==> src/rtl/pu_mux_n.sv <==
// N-channel multiplexer processing unit: a selector word picks one of N data slots, signal_oe emits it.
// Build option PU_MUX_N_REG_OUT_EN registers data_out/attr_out (one-cycle pulse after signal_oe).
module pu_mux_n #(
    parameter int W    = 32,
    parameter int WA   = 4,
    parameter int N    = 4,
    parameter int SELW = 4
) (
    input  logic          clk,
    input  logic          rst,
    input  logic          signal_load,
    input  logic          signal_sel,
    input  logic [1:0]    signal_mode,
    input  logic [W-1:0]  data_in,
    input  logic [WA-1:0] attr_in,
    input  logic          signal_oe,
    output logic [W-1:0]  data_out,
    output logic [WA-1:0] attr_out
);
    localparam int LN = $clog2(N);
    localparam logic [LN:0] NFULL = (LN+1)'(N);

    logic [W-1:0]    slot_data [N];
    logic [WA-1:0]   slot_attr [N];
    logic [N-1:0]    valid;
    logic [LN:0]     wptr;
    logic [LN:0]     wptr_eff;
    logic [LN:0]     wptr_m1;
    logic [SELW-1:0] sel_idx;
    logic [1:0]      mode;
    logic            sel_ok;
    logic            ovf;

    logic            sel_hi;
    logic [LN-1:0]   k;
    logic            in_range;
    logic            need_sel;
    logic            usable;
    logic [W-1:0]    res_data;
    logic [WA-1:0]   res_attr;
    logic            data_wr;

    // A selector index is out of range when any bit above the slot-index bits is set.
    if (SELW > LN) begin : g_hi
        assign sel_hi = |sel_idx[SELW-1:LN];
    end else begin : g_nohi
        assign sel_hi = 1'b0;
    end

    // The output strobe clears the transaction first, so a coincident load starts the next one.
    assign wptr_eff = signal_oe ? '0 : wptr;
    assign wptr_m1  = wptr - (LN+1)'(1);
    assign data_wr  = signal_load && !signal_sel && (wptr_eff < NFULL);

    always_comb begin
        k        = sel_idx[LN-1:0];
        in_range = 1'b1;
        need_sel = 1'b1;
        case (mode)
            2'd0: in_range = !sel_hi;
            2'd1: if (sel_hi) k = LN'(N-1);
            2'd2: begin
                k        = wptr_m1[LN-1:0];
                in_range = (wptr != '0);
                need_sel = 1'b0;
            end
            default: ;
        endcase
        usable   = in_range && valid[k] && (sel_ok || !need_sel);
        res_data = usable ? slot_data[k] : '0;
        res_attr = usable ? slot_attr[k] : WA'(1);
        res_attr[1] = res_attr[1] | ovf;
    end

    always_ff @(posedge clk) begin
        if (!rst) begin
            wptr    <= '0;
            valid   <= '0;
            sel_idx <= '0;
            mode    <= '0;
            sel_ok  <= 1'b0;
            ovf     <= 1'b0;
        end else begin
            if (signal_oe) begin
                wptr   <= '0;
                valid  <= '0;
                sel_ok <= 1'b0;
                ovf    <= 1'b0;
            end
            if (signal_load) begin
                if (signal_sel) begin
                    sel_idx <= data_in[W-1 -: SELW];
                    mode    <= signal_mode;
                    sel_ok  <= 1'b1;
                end else if (wptr_eff < NFULL) begin
                    valid[wptr_eff[LN-1:0]] <= 1'b1;
                    wptr <= wptr_eff + (LN+1)'(1);
                end else begin
                    ovf <= 1'b1;
                end
            end
        end
    end

    // Slot contents need no reset: valid[] gates every read.
    always_ff @(posedge clk) begin
        if (data_wr) begin
            slot_data[wptr_eff[LN-1:0]] <= data_in;
            slot_attr[wptr_eff[LN-1:0]] <= attr_in;
        end
    end

`ifdef PU_MUX_N_REG_OUT_EN
    always_ff @(posedge clk) begin
        if (!rst) begin
            data_out <= '0;
            attr_out <= '0;
        end else if (signal_oe) begin
            data_out <= res_data;
            attr_out <= res_attr;
        end else begin
            data_out <= '0;
            attr_out <= '0;
        end
    end
`else
    assign data_out = signal_oe ? res_data : '0;
    assign attr_out = signal_oe ? res_attr : '0;
`endif

endmodule
==> config.mk <==
export PLATFORM = sky130hd
export DESIGN_NAME = pu_mux_n
export DESIGN_NICKNAME = d
export VERILOG_FILES = /design/src/rtl/pu_mux_n.sv
export SDC_FILE = /design/constraint.sdc
export NUM_CORES = 1
export LEC_CHECK = 0
export BUFFER_PORTS_ARGS = -buffer_cell sky130_fd_sc_hd__buf_2
export CORE_MARGIN = 5
export CORE_UTILIZATION = 55
export DETAILED_ROUTE_END_ITERATION = 16
export PLACE_DENSITY = 0.76
export SETUP_SLACK_MARGIN = 0.02
export SLEW_MARGIN = 0
export SYNTH_ARGS = -nofsm -noshare
export SYNTH_HDL_FRONTEND = slang
export SYNTH_SLANG_ARGS = --single-unit
==> constraint.sdc <==
create_clock -name clk -period 4 [get_ports clk]
set_clock_uncertainty 0.2 [all_clocks]
set_input_delay 0.4 -clock clk [delete_from_list [all_inputs] [get_ports clk]]
set_output_delay 0.4 -clock clk [all_outputs]
set_load 0.05 [all_outputs]
* After elaboration in Yosys (flattened, before gate mapping) *
Memory sizes are Yosys's and may differ from the RTL's.
Cells that the tools add are included.
Widths: inputs -> output; s select.

storage, ports and cells
  memories = 2
  memory bits (writable) = 144
  flip-flop bits (word level) = 15
  input port bits = 43

cells by class
  multiplexer cells = 29
  bitwise logic cells = 2
  equality and inequality tests = 2
  reductions and logical operators = 12
  add/sub/neg operators = 2
  $lt $le $gt $ge = 4

memory list
  name       depth  bits a word  read ports  clocked after Yosys merged registers in  write ports  RTL line  source
  slot_data  4      32           1           0                                        1            23        logic [W-1:0] slot_data [N];
  slot_attr  4      4            1           0                                        1            24        logic [WA-1:0] slot_attr [N];

operators with widths
  cell                 number
  $mux 32              2
  $mux 4               7
  $mux 3               4
  $mux 1               11
  $lt 2x3->1 const B   2
  $logic_and 1x1->1    5
  $or 4x4->4           1
  $pmux 2 s2           1
  $add 3x1->3 const B  1
  $lt 3x3->1 const B   1
  $reduce_bool 3->1    1
  $bmux 1 s2           1
  $demux 1 s2          1
  $eq 2x1->1 const B   1
  $eq 2x2->1 const B   1
  $ge 2x1->1 const B   1
  $logic_not 1->1      2
  $logic_not 2->1      1
  $mux 2               1
  $pmux 1 s2           1
  $reduce_and 2->1     1
  $reduce_or 2->1      1
  $sub 2x1->2 const B  1
  $logic_or 1x1->1     1
  $or 1x1->1           1

* Depth between registers and ports, before layout *
Gate-level depths: netlist of the first run.

  word-level depth = 10
  gate-level depth with buffers = 11
  gate-level depth less buffers = 8

* Worst setup path before layout of the first run *
Ideal clock, no wire load.

  path type = flip-flop to output port
  start = register wptr[0]
  end = output attr_out[3]
  required time = 3.400 ns
  cell stages (with the launch flop) = 10
  arrival time = 2.905 ns
  setup slack = 0.495 ns
  cell sequence = dfxtp_1 > inv_1 > ha_1 > and2b_1 > o22ai_1 > a21oi_4 > buf_2 > buf_2 > a211oi_1 > a211oi_1

between the ends
  longest elaborated chain between the ends = 8
  elaborated cells between the ends (all ways) = 11
  classes of those cells = add/sub: 1; mux: 6; reduce/logical: 3; memory: 1

ends and longest elaborated chain
  what                            RTL line  source
  start, declared                 26        logic [LN:0] wptr;
  start signal, assigned          97        wptr <= wptr_eff + (LN+1)'(1);
  $sub 2x1->2                     52        assign wptr_m1 = wptr - (LN+1)'(1);
  $pmux 2 s2                      59        case (mode)
  $bmux 1 s2                      69        usable = in_range && valid[k] && (sel_ok || !need_sel);
  $mux 1 (not written as such)    69
  $logic_and 1x1->1 (2 in a row)  69
  $mux 4 *                        71        res_attr = usable ? slot_attr[k] : WA'(1);
  $mux 4 *                        128       assign attr_out = signal_oe ? res_attr : '0;
  end, declared                   18        output logic [WA-1:0] attr_out

Mark *: on every way between the ends. The rest lies on a longest branch, timed or not. The select of a mux whose other input is x is not followed.

* Final worst setup path of the first run *
  start = register mode[0]
  end = output attr_out[3]

between the ends
  longest elaborated chain between the ends = 8
  elaborated cells between the ends (all ways) = 13
  classes of those cells = eq/ne: 2; mux: 6; reduce/logical: 4; memory: 1

ends and longest elaborated chain
  what                                             RTL line  source
  start, declared                                  30        logic [1:0] mode;
  start signal, assigned                           93        mode <= signal_mode;
  $eq 2x2->1 / $eq 2x1->1 (equally long branches)  59
  $pmux 2 s2                                       59
  $bmux 1 s2                                       69
  $mux 1 (not written as such)                     69
  $logic_and 1x1->1 (2 in a row)                   69
  $mux 4 *                                         71
  $mux 4 *                                         128

Marked as above.

==> run_results.csv, run 1 <==
group,metric,value,unit
route,firstDrtPassIters,4,
critical_path,cp.required,3.40,ns
sta,slew_viol_final,0,
placed_design,post-dp-hpwl,7300,um
sta,hold_viol,0,
route,antenna_left,0,
layout,multi_input_area,0.001837,sq mm
floorplanning,start_util,0.5558,
power_and_ir_drop,power_density,444.3,mW/mm^2
sta,min_period,3.815,ns
grt,grt_overflow,0,
floorplanning,coreArea,0.01191,sq mm
route,avgRoutedWirePerCell,18.02,um
critical_path,end_kind,"output pin",
layout,syn2layout_area_growth,20.75,%
critical_path,slowest_delay,0.45,ns
clock_tree,cts_buffers,17,
grt,grt_pass1_vias,3995,
sta,fmax,262.1,MHz
floorplanning,rows,40,
sta,worst_pin_slew,0.6362,ns
layout,regArea,0.004624,sq mm
synth,synth.yosys.seq_area_share,0.6985,
floorplanning,ioPinCount,79,
run_status,status,"finished, final reports clean",
clock_tree,insertion_delay,0.42,ns
sta,period_share,0.9538,
power_and_ir_drop,p_leak,0.002738,uW
layout,utilization,0.6711,
route,num_vias,3783,
clock_tree,cts_tree,"done",
route,wl_met1,5373,um
sta,rsz0062_at_grt,"false",
critical_path,worstSetupPathType,"flop to output pin",
synth,synth_area,0.006620,sq mm
floorplanning,die_x,119.7,um
synth,ys_async_sr_fraction,0,
floorplanning,die_area,0.01433,sq mm
synth,syn_nets,466,
run,maxCapViolations,0,
critical_path,critical_path_buf_inv_count,3,
route,dr_wl_met3,588,um
critical_path,crit_chain,"inv_1, ha_1, nor2b_4, nor4_2, nor2_4, o221a_1, a211o_4, buf_12, a211oi_1, buf_2",
layout,drive_above_1_share,0.2937,
synth,synthCells,415,
floorplanning,die_y,119.7,um
worst_hold_path,hold_path_class,"input port to flop",
synth,ys.flop_type,"edfxtp_1",
placed_design,dp.cells,623,
grt,antenna_found_initial,1,
layout,layout.cells.non_filler,686,
sta,setup_slack,0.1849,ns
route,drt-initial-drc-count,230,
critical_path,critPathLaunchType,"flop",
grt,grt_max_degree,73,
critical_path,worstPathArrival,3.22,ns
layout,fillers,860,
placed_design,pre_cts_ws,0.5479,ns
synth,synth_cell_types,36,
sta,setup_viol,0,
critical_path,cp_slowest_cell,"a211o_4",
sta,totalNegativeSetupSlack,0,ns
grt,grt_first_pass_wirelength,19800,um
synth,avgSynthCellArea,15.95,sq um
clock_tree,clk_pin_slew,0.06,ns
route,highest_layer,"met4",
synth,yosysWarnings,0,
layout,final_nets,576,
route,via_per_inst,5.515,
layout,final_common_cell,"edfxtp_1",
clock_tree,h-tree-depth,4,
synth,synth_edf_count,144,
critical_path,cpLargestDelayFamily,"compound AO/OA/AOI/OAI gates",
clock_tree,cts_sinks,159,
route,drc,0,
grt,grt_usage,0.1807,
power_and_ir_drop,p_total,3552,uW
layout,mostFrequentLayoutCells,"edfxtp_1, buf_2, nor2b_1, mux2i_1, a211oi_1",
route,wl_met2,6229,um
clock_tree,cts.path.max_buffers,2,
placed_design,portBuffers,78,
synth,ys_ff_latch,159,
placed_design,gp_congestion,0.8180,
clock_tree,cts_root_buffer,"clkbuf_16",
power_and_ir_drop,ir_drop,0.2356,mV
sta,slew_headroom,0.5759,
route,postRouteWirelength,12360,um
critical_path,cp_max_fo,20,
synthesized netlist by cell type, types with 2 or more instances:
| master | n | area share |
|---|---|---|
| edfxtp_1 | 144 | 0.65 |
| nor2b_1 | 41 | 0.039 |
| mux2i_1 | 39 | 0.059 |
| a211oi_1 | 38 | 0.043 |
| a211oi_2 | 30 | 0.057 |
| clkbuf_1 | 15 | 0.0085 |
| dfxtp_1 | 15 | 0.045 |
| nand2_1 | 13 | 0.0074 |
| inv_1 | 9 | 0.0051 |
| ha_1 | 8 | 0.015 |
| a21boi_0 | 7 | 0.0079 |
| buf_2 | 7 | 0.0053 |
| nand3_1 | 6 | 0.0045 |
| and2_1 | 5 | 0.0047 |
| a21oi_1 | 4 | 0.0030 |
| buf_6 | 4 | 0.0068 |
| nor2_1 | 4 | 0.0023 |
| o21a_1 | 4 | 0.0045 |
| mux2_2 | 2 | 0.0034 |
| nand2b_1 | 2 | 0.0019 |
| o21ai_0 | 2 | 0.0015 |
| o22ai_1 | 2 | 0.0019 |
registers in the layout, indices dropped and copies added, names as in the netlist:
signal     flops
slot_data    128
mode           2
ovf            1
wptr           3
sel_idx        4
slot_attr     16
sel_ok         1
valid          4
final cells by class:
cell class / instances / area share
diodes: 1 / 0.0003130
clock buffers: 18 / 0.05369
clock inverters: 14 / 0.01268
inverters: 9 / 0.004226
multi-input cells: 220 / 0.2298
flip-flops and latches: 159 / 0.5785
well taps: 147 / 0.02301
repair buffers: 118 / 0.09782
logic make-up after synthesis:
group | share of synthesized area
AND/OR/NAND/NOR | 0.06672
multiplexers | 0.06237
buffers and inverters | 0.02684
XOR/XNOR | 0.001323
flip-flops | 0.6985
AO/OA/AOI/OAI | 0.1291
adder cells (fa/ha/maj) | 0.01512
routing by layer:
layer / GRT usage / up-vias
met1: 0.2206 / 1844
li1: - / 1831
met2: 0.3044 / 92
met4: 0.06228 / 0
met5: 0 / -
met3: 0.05796 / 16
what timing repair did:
| action | CTS | global route |
|---|---|---|
| buffers inserted | 0 | 0 |
| endpoints found under the setup margin | 0 | 13 |
| hold endpoints to repair | 120 | 0 |
| hold buffers | 30 | 0 |
| resized for setup | 0 | 2 |
path summary, 6_finish.rpt:
check        slack [ns]  cells after the start   startpoint               end
max reg2reg        1.95                      5      wptr[2]  slot_data[1][19]
min reg2reg        0.29                      2       sel_ok            sel_ok
min                0.01                      1  data_in[21]  slot_data[0][21]
max                0.18                     10      mode[0]       attr_out[3]
per-stage QoR:
step	hold slack [ns]	instance area (sq um)
global placement	0.2777	7149
finish	0.01498	7994
global route	0.002023	7994
detailed placement	0.2818	7149
floorplan	0.2528	6620
CTS	0.001607	7980
power breakdown:
group | switching (uW) | total (uW) | internal [uW]
clock network | 598 | 1440 | 840
logic | 162 | 266 | 104
registers | 8.14 | 1850 | 1840
total | 769 | 3550 | 2780
Note: power is estimated with default switching activity, not from simulation.
==> inputs of run 2 (changes only) <==
--- a/config.mk
+++ b/config.mk
@@ -8,6 +8,7 @@
 export BUFFER_PORTS_ARGS = -buffer_cell sky130_fd_sc_hd__buf_2
 export CORE_MARGIN = 5
 export CORE_UTILIZATION = 55
+export CTS_CLUSTER_DIAMETER = 150
 export DETAILED_ROUTE_END_ITERATION = 16
 export PLACE_DENSITY = 0.76
 export SETUP_SLACK_MARGIN = 0.02
==> constraint.sdc (replaced) <==
create_clock -name clk -period 3.9 [get_ports clk]
set_clock_uncertainty 0.2 [all_clocks]
set_input_delay 0.39 -clock clk [delete_from_list [all_inputs] [get_ports clk]]
set_output_delay 0.39 -clock clk [all_outputs]
set_load 0.05 [all_outputs]
==> run 2 against run 1 <==
Net effect: final cell count up 0.44%; setup slack worse by 0.040 ns; flip-flop and latch count stayed put; via count increased by 0.34%; largest power group is now clock.
==> run_results.csv, run 2 (synthesized netlist as in run 1, its figures left out) <==
group,metric,value,unit
critical_path,ff2ff_path_depth,5,
critical_path,cp_max_fo,104,
layout,fin_area,0.008222,sq mm
critical_path,r2r_start,"wptr[2]",
layout,drive_above_1_share,0.2989,
placed_design,portBuffers,78,
critical_path,cp.required,3.31,ns
clock_tree,insertion_delay,0.42,ns
power_and_ir_drop,p_leak,0.002829,uW
route,antenna_left,0,
run_status,status,"finished, final reports clean",
sta,fmax,266.3,MHz
layout,final_nets,580,
power_and_ir_drop,power_frac_comb,0.067,
layout,regArea,0.004624,sq mm
power_and_ir_drop,power_density,503.7,mW/mm^2
clock_tree,cts.path.max_buffers,2,
layout,fillers,782,
critical_path,r2r_slack,1.67,ns
route,drt-initial-drc-count,238,
clock_tree,cts_sinks,159,
floorplanning,start_util,0.5558,
layout,syn2layout_area_growth,24.19,%
layout,utilization,0.6902,
route,postRouteWirelength,12420,um
clock_tree,h-tree-depth,4,
placed_design,post-dp-hpwl,7366,um
grt,grt_pass1_vias,3868,
clock_tree,cts_root_buffer,"clkbuf_16",
floorplanning,rows,40,
placed_design,gp_congestion,0.7950,
sta,period_share,0.9629,
power_and_ir_drop,p_total,4141,uW
power_and_ir_drop,pwr-share-seq,0.457,
critical_path,r2r_end,"slot_data[3][23]",
power_and_ir_drop,ir_drop,0.2693,mV
clock_tree,clk_pin_slew,0.06,ns
clock_tree,cts_buffers,17,
layout,diodes,0,
power_and_ir_drop,p_sw,818.3,uW
placed_design,dp.cells,624,
layout,multi_input_area,0.001837,sq mm
worst_hold_path,hp-start,"data_in[30]",
floorplanning,die_area,0.01433,sq mm
route,num_vias,3796,
critical_path,worstSetupPathType,"flop to output pin",
route,via_per_inst,5.509,
placed_design,place_area,0.007169,sq mm
clock_tree,cts_tree,"done",
critical_path,critPathLaunchType,"flop",
power_and_ir_drop,p_sw_frac,0.1976,
floorplanning,die_x,119.7,um
sta,setup_viol,0,
route,drc,0,
sta,slew_viol_final,0,
critical_path,crit_start,"wptr[0]",
layout,mostFrequentLayoutCells,"edfxtp_1, buf_2, nor2b_1, mux2i_1, a211oi_1",
layout,largest_reg_flops,128,
critical_path,worstPathArrival,3.17,ns
layout,final_common_cell,"edfxtp_1",
route,firstDrtPassIters,5,
grt,grt_max_degree,105,
floorplanning,die_y,119.7,um
grt,antenna_found_initial,0,
grt,grt_usage,0.1824,
grt,grt_first_pass_wirelength,20100,um
layout,layout.cells.non_filler,689,
grt,grt_overflow,0,
worst_hold_path,hold_path_class,"input port to flop",
run,maxCapViolations,0,
sta,slew_headroom,0.5353,
power_and_ir_drop,power.internal,3323,uW
route,avgRoutedWirePerCell,18.02,um
floorplanning,coreArea,0.01191,sq mm
sta,totalNegativeSetupSlack,0,ns
sta,min_period,3.755,ns
sta,hold_viol,0,
sta,worst_pin_slew,0.6970,ns
floorplanning,ioPinCount,79,
critical_path,end_kind,"output pin",
critical_path,crit_path_end,"attr_out[0]",
sta,rsz0062_at_grt,"false",
power_and_ir_drop,clkPwrFrac,0.476,
-- run 2: worst max-delay path, cell delays in order, from the launching register on --
cell and delay (ns):
dfxtp_1 0.40, inv_1 0.07, ha_1 0.29, and2b_1 0.21
o22ai_1 0.10, a21oi_4 0.20, buf_12 0.40, mux2_2 0.41
a31oi_1 0.23, buf_2 0.30
-- run 2: per-layer routing --
| layer | GRT usage | share of wire | vias to the layer above |
|---|---|---|---|
| met5 | 0 | 0 | - |
| met4 | 0.07230 | 0.014 | 0 |
| met3 | 0.04665 | 0.050 | 18 |
| met2 | 0.2952 | 0.49 | 97 |
| met1 | 0.2373 | 0.45 | 1848 |
| li1 | - | - | 1833 |
-- run 2: cell type report --
type / instances / area share
tap: 147 / 0.02237
timing repair buffer: 122 / 0.1007
clock inverter: 15 / 0.03515
inverter: 9 / 0.004109
sequential: 159 / 0.5625
multi-input combinational: 220 / 0.2234
clock buffer: 17 / 0.05174
-- run 2: power by group through the flow --
stage	combinational, uW	sequential [uW]	clock [uW]
6_report	278	1890	1970
5_1_grt	302	1890	2080
4_1_cts	279	1890	1990
3_5_place_dp	251	1930	0
3_3_place_gp	244	1930	0
2_1_floorplan	176	1930	0
-- run 2: through the flow --
step,setup slack [ns],hold WS (ns)
after global placement,0.6351,0.2752
final,0.1446,0.007311
after detailed placement,0.5494,0.2721
after CTS,0.07115,0.006653
after global routing,0.03985,0.01976
after floorplan,0.4052,0.2528
-- run 2: repair_timing --
action | in CTS | in global routing
setup buffers | 0 | 0
setup endpoints to repair | 0 | 18
hold endpoints to repair | 132 | 0
resized for setup | 0 | 1
hold buffers | 33 | 0
-- run 2: how the worst min path moves through the flow --
stage | endpoint | slack [ns] | cells past startpoint
after floorplan | sel_ok | 0.25 | 2
after global placement | sel_ok | 0.28 | 2
after detailed placement | sel_ok | 0.27 | 2
after CTS | slot_data[1][30] | 0.007 | 1
after global routing | slot_data[0][30] | 0.02 | 1
final | slot_data[1][30] | 0.007 | 1
